<file path="config.mk">
export PLATFORM = sky130hd
export DESIGN_NAME = neuron_layer_sequencer
export DESIGN_NICKNAME = d
export VERILOG_FILES = /design/src/rtl/neuron_layer_sequencer.sv
export SDC_FILE = /design/constraint.sdc
export NUM_CORES = 1
export LEC_CHECK = 0
export BUFFER_PORTS_ARGS = -buffer_cell sky130_fd_sc_hd__buf_2
export CAP_MARGIN = 15
export CORE_MARGIN = 3
export CORE_UTILIZATION = 50
export DETAILED_ROUTE_END_ITERATION = 10
export PLACE_DENSITY_LB_ADDON = 0.15
export SLEW_MARGIN = 0
export SYNTH_ARGS = -nofsm -noshare
export SYNTH_HDL_FRONTEND = slang
export SYNTH_SLANG_ARGS = --single-unit
</file>
<file path="constraint.sdc">
create_clock -name clk -period 4.2 [get_ports clk]
set_clock_uncertainty 0.15 [all_clocks]
set_input_delay 0.21 -clock clk [delete_from_list [all_inputs] [get_ports clk]]
set_output_delay 0.21 -clock clk [all_outputs]
set_load 0.01 [all_outputs]
</file>
<file path="src/rtl/neuron_layer_sequencer.sv">
// Address/strobe sequencer for one fully-connected layer pass: for each output
// neuron, clear the accumulator, stream N input/weight reads, drain, write back.
module neuron_layer_sequencer #(
    parameter int ADDR_W = 11
) (
    input  logic              clk,
    input  logic              reset,
    input  logic              start,
    input  logic              abort,
    input  logic [ADDR_W-1:0] num_inputs,
    input  logic [ADDR_W-1:0] num_outputs,
    input  logic [ADDR_W-1:0] in_base,
    input  logic [ADDR_W-1:0] out_base,
    input  logic [ADDR_W-1:0] weight_base,
    output logic [ADDR_W-1:0] neuro_read_address,
    output logic [ADDR_W-1:0] weight_read_address,
    output logic [ADDR_W-1:0] neuro_write_address,
    output logic              neuro_wr_en,
    output logic              acc_clear,
    output logic              acc_en,
    input  logic              ext_wr_req,
    output logic              ext_wr_grant,
    output logic              busy,
    output logic              done
);

    typedef enum logic [2:0] {
        IDLE  = 3'd0,
        CLEAR = 3'd1,
        MAC   = 3'd2,
        DRAIN = 3'd3,
        WRITE = 3'd4,
        DONE  = 3'd5
    } state_t;

    localparam logic [ADDR_W-1:0] ONE  = ADDR_W'(1);
    localparam logic [ADDR_W-1:0] ZERO = '0;

    state_t            state_q;
    logic [ADDR_W-1:0] n_q, m_q, inb_q, outb_q;
    logic [ADDR_W-1:0] i_q, j_q, wp_q;
    logic [ADDR_W-1:0] nrd_q, wrd_q, nwr_q;
    logic              wr_en_q, clr_q, acc_q, busy_q, done_q;

    // Outputs are registered: the address for a MAC cycle is loaded on the
    // edge that enters that cycle, so i_q counts addresses already issued.
    always_ff @(posedge clk or negedge reset) begin
        if (!reset) begin
            state_q <= IDLE;
            n_q     <= '0;
            m_q     <= '0;
            inb_q   <= '0;
            outb_q  <= '0;
            i_q     <= '0;
            j_q     <= '0;
            wp_q    <= '0;
            nrd_q   <= '0;
            wrd_q   <= '0;
            nwr_q   <= '0;
            wr_en_q <= 1'b0;
            clr_q   <= 1'b0;
            acc_q   <= 1'b0;
            busy_q  <= 1'b0;
            done_q  <= 1'b0;
        end else if (abort && state_q != IDLE) begin
            state_q <= IDLE;
            wr_en_q <= 1'b0;
            clr_q   <= 1'b0;
            acc_q   <= 1'b0;
            busy_q  <= 1'b0;
            done_q  <= 1'b0;
        end else begin
            case (state_q)
                IDLE: begin
                    if (start && !abort) begin
                        n_q    <= num_inputs;
                        m_q    <= num_outputs;
                        inb_q  <= in_base;
                        outb_q <= out_base;
                        wp_q   <= weight_base;
                        i_q    <= '0;
                        j_q    <= '0;
                        busy_q <= 1'b1;
                        if (num_inputs == ZERO || num_outputs == ZERO) begin
                            state_q <= DONE;
                            done_q  <= 1'b1;
                        end else begin
                            state_q <= CLEAR;
                            clr_q   <= 1'b1;
                        end
                    end
                end
                CLEAR: begin
                    clr_q   <= 1'b0;
                    state_q <= MAC;
                    nrd_q   <= inb_q + i_q;
                    wrd_q   <= wp_q;
                    i_q     <= i_q + ONE;
                    wp_q    <= wp_q + ONE;
                end
                MAC: begin
                    // Read data for the address shown now arrives next cycle.
                    acc_q <= 1'b1;
                    if (i_q == n_q) begin
                        state_q <= DRAIN;
                    end else begin
                        nrd_q <= inb_q + i_q;
                        wrd_q <= wp_q;
                        i_q   <= i_q + ONE;
                        wp_q  <= wp_q + ONE;
                    end
                end
                DRAIN: begin
                    acc_q   <= 1'b0;
                    state_q <= WRITE;
                    wr_en_q <= 1'b1;
                    nwr_q   <= outb_q + j_q;
                end
                WRITE: begin
                    wr_en_q <= 1'b0;
                    j_q     <= j_q + ONE;
                    i_q     <= '0;
                    if (j_q == m_q - ONE) begin
                        state_q <= DONE;
                        done_q  <= 1'b1;
                    end else begin
                        state_q <= CLEAR;
                        clr_q   <= 1'b1;
                    end
                end
                DONE: begin
                    done_q  <= 1'b0;
                    busy_q  <= 1'b0;
                    state_q <= IDLE;
                end
                default: begin
                    state_q <= IDLE;
                    wr_en_q <= 1'b0;
                    clr_q   <= 1'b0;
                    acc_q   <= 1'b0;
                    busy_q  <= 1'b0;
                    done_q  <= 1'b0;
                end
            endcase
        end
    end

    assign neuro_read_address  = nrd_q;
    assign weight_read_address = wrd_q;
    assign neuro_write_address = nwr_q;
    assign neuro_wr_en         = wr_en_q;
    assign acc_clear           = clr_q;
    assign acc_en              = acc_q;
    assign busy                = busy_q;
    assign done                = done_q;
    // Gated by reset so the grant also reads 0 while reset is held.
    assign ext_wr_grant        = ext_wr_req & ~busy_q & reset;

endmodule
</file>
==> results.toml <==
[power]
leakagePower_nw = 4.01
power_density_nw_per_um2 = 493
finalPower_mw = 4.09
ir_worst_vdd_uv = 322

[routing]
firstDrtPassIters = 5
met3_length_um = 777
drt_wl_total_um = 16300
routed-wl-met2_um = 8180
vias = 5787
wl_per_cell_um = 15.4
wl_met1_um = 7120
routed_via_density = 5.45
ant_nets = 0
maxUsedRoutingLayer = "met4"
drt_iter0_markers = 365
drc = 0

[place]
place.gp.congestion = 0.839
io_buffer_count = 98
dp_slack_ns = 1.46
hpwl_um = 11200

[floorplan]
die_w_um = 120
initial_utilization_pct = 51.5
die_h_um = 120
io_pins = 99
dieArea_um2 = 14500
rows = 41
core_area_um2 = 12700

[logic_synthesis]
syn_area_um2 = 6550
synth-edff-count = 0
yosysUniqueCellTypes = 62
syn_inst = 732
ys_seq_area_share_pct = 45.1
async_flop_share_pct = 100
ys_ff_latch = 118
synth_fp_nets = 818
ys.warnings.count = 0
avgSynthCellArea_um2 = 8.95
yosys_most_used_dff = "dfrtp_1"

[clock_tree]
cts_resized = 0
clockRootBuffer = "clkbuf_16"
clk_path_buf_depth = 2
cts_sinks = 118
post_cts.repair.setup_buffers = 0
clk_pin_slew_ns = 0.05
cts_made_buffers = 17
clock_latency_ns = 0.41
htree_levels = 4
cts_tree = "done"

[timing]
rsz0062_at_grt = "false"
fin_crit_ns = 2.74
tns_ns = 0
worst_slack_ns = 1.46
finalMaxSlewViolations = 0
post-route-period-util_pct = 65.2
slew_headroom_pct = 29.0
final-hold-violation-count = 0
finalSetupViolCount = 0
clock.fmax_mhz = 365
worst-slew-pin-transition_ns = 1.06

[critical_path]
endpoint = "neuro_read_address[2]"
cpMostUsedCell = "buf_4"
path_max_fanout = 27
reg2reg_to = "neuro_read_address[2]"
crit_slowest_cell = "dfrtp_1"
crit_chain = "xor2_1 > nor4_1 > nand3_1 > a211oi_2 > buf_4 > nand2b_1 > buf_4 > mux2_2"
cp.arrival_ns = 2.88
ff2ff_path_depth = 8
r2r_slack_ns = 1.46
path_class = "reg -> reg"
required_ns = 4.34
startpoint_type = "flop"
end_kind = "flop"
crit_start = "i_q[5]"
r2r_start = "i_q[5]"
max_stage_delay_ns = 0.44

[global_route]
grt_max_degree = 58
gr-total-overflow = 0
track_usage_pct = 23.5
grt_pass1_vias = 5787
grt_pass1_wl_um = 27200
antenna_found_initial = 0

[layout]
final_cell_mix = "187 x nand2_1, 118 x dfrtp_1, 97 x buf_2"
fillCellCount = 1089
antenna_cells = 0
drive_gt1_share_pct = 18.7
area_growth_pct = 26.9
seq_area_um2 = 2950
nNetsFinal = 966
layout_commonest_cell = "nand2_1"
multi_input_area_um2 = 3390

[worst_hold_path]
hold_class = "in -> reg"

[run_status]
status = "finished, final reports clean"

[job]
maxCapViolCount = 0
[stage by stage]
stage                     instances  hold slack [ns]  utilization [%]  instance area, µm²
after global routing           1062            0.184             65.3                8310
after floorplan                 732           -0.236                -                6550
final                          1062            0.137             65.3                8310
after global placement          976           0.0583             56.3                7160
after detailed placement        976           0.0638             56.3                7160
after CTS                      1062            0.118             65.3                8310
[timing repair]
action	in CTS	in global routing
hold buffers	57	0
endpoints found under the setup margin	0	0
hold endpoints to repair	90	0
[cell usage after synthesis (all sizes together) (5+ instances only)]
master  count  share of area [%]
a21o        5               0.57
a21oi      33                2.5
a22o        5               0.69
a31oi       9               0.86
and3        9               0.86
buf         8               0.90
clkbuf     24                1.4
dfrtp     118                 45
ha         24                4.6
inv        17               0.97
mux2       23                4.0
nand2     187                 11
nand2b      6               0.57
nand3      22                1.7
nand4       7               0.67
nor2       43                2.5
nor3       16                1.3
nor4        8               0.76
o21ai      47                3.6
o31ai       8               0.92
or3         6               0.65
xnor2      20                2.7
xor2       27                3.6
[state kept, by name, summed over array words and instances, names as in the netlist]
name                 flops
acc_clear                1
acc_en                   1
busy                     1
done                     1
i_q                     11
inb_q                   11
j_q                     11
m_q                     11
n_q                     11
neuro_read_address      11
neuro_wr_en              1
neuro_write_address     11
outb_q                  11
state_q                  3
weight_read_address     11
wp_q                    11
[layout make-up]
cell class,count,share of cell area [%]
Clock buffer,25,5.84
Clock inverter,4,1.14
Inverter,17,0.768
Multi-Input combinational cell,565,40.8
Sequential cell,118,35.5
Tap cell,172,2.59
Timing Repair Buffer,161,13.3
[power breakdown]
group	leakage (nW)	total [mW]	internal [mW]	switching, mW
Combinational	2.24	1.02	0.487	0.534
Clock	0.283	1.44	0.968	0.473
Sequential	1.49	1.63	1.41	0.220
Total	4.01	4.09	2.87	1.23
[worst min-delay path by stage]
stage,cells past startpoint,endpoint,slack (ns),startpoint
6_report,4,done,0.14,start
5_1_grt,4,done,0.18,start
4_1_cts,4,done,0.12,start
3_5_place_dp,1,m_q[10],0.06,reset
3_3_place_gp,1,m_q[10],0.06,reset
2_1_floorplan,0,acc_clear,-0.24,reset
[worst max-delay path: cells and delay by family, from the launching register on]
kind / cells / cell delay (ns)
compound gates: 1 / 0.22
xor+xnor: 1 / 0.19
buf+inv: 2 / 0.58
flops: 1 / 0.44
mux: 1 / 0.39
simple gates: 3 / 0.64
[metal layers]
metal | GRT usage, % | vias to the layer above
met3 | 5.71 | 20
met5 | 0 | -
met2 | 40.2 | 149
met4 | 7.15 | 0
li1 | - | 2832
met1 | 29.6 | 2786
[kinds of logic after synthesis]
logic type                 Yosys count  share of synthesized area [%]
buffers and inverters               49                           3.25
DFF                                118                           45.1
xor gates and xnor gates            47                           6.28
and+or+nand+nor                    330                           22.8
AOI/OAI and AO/OA                  135                           12.9
adders and majority gates           26                           5.20
muxes                               27                           4.57
Power figures use the tool's default switching activity.
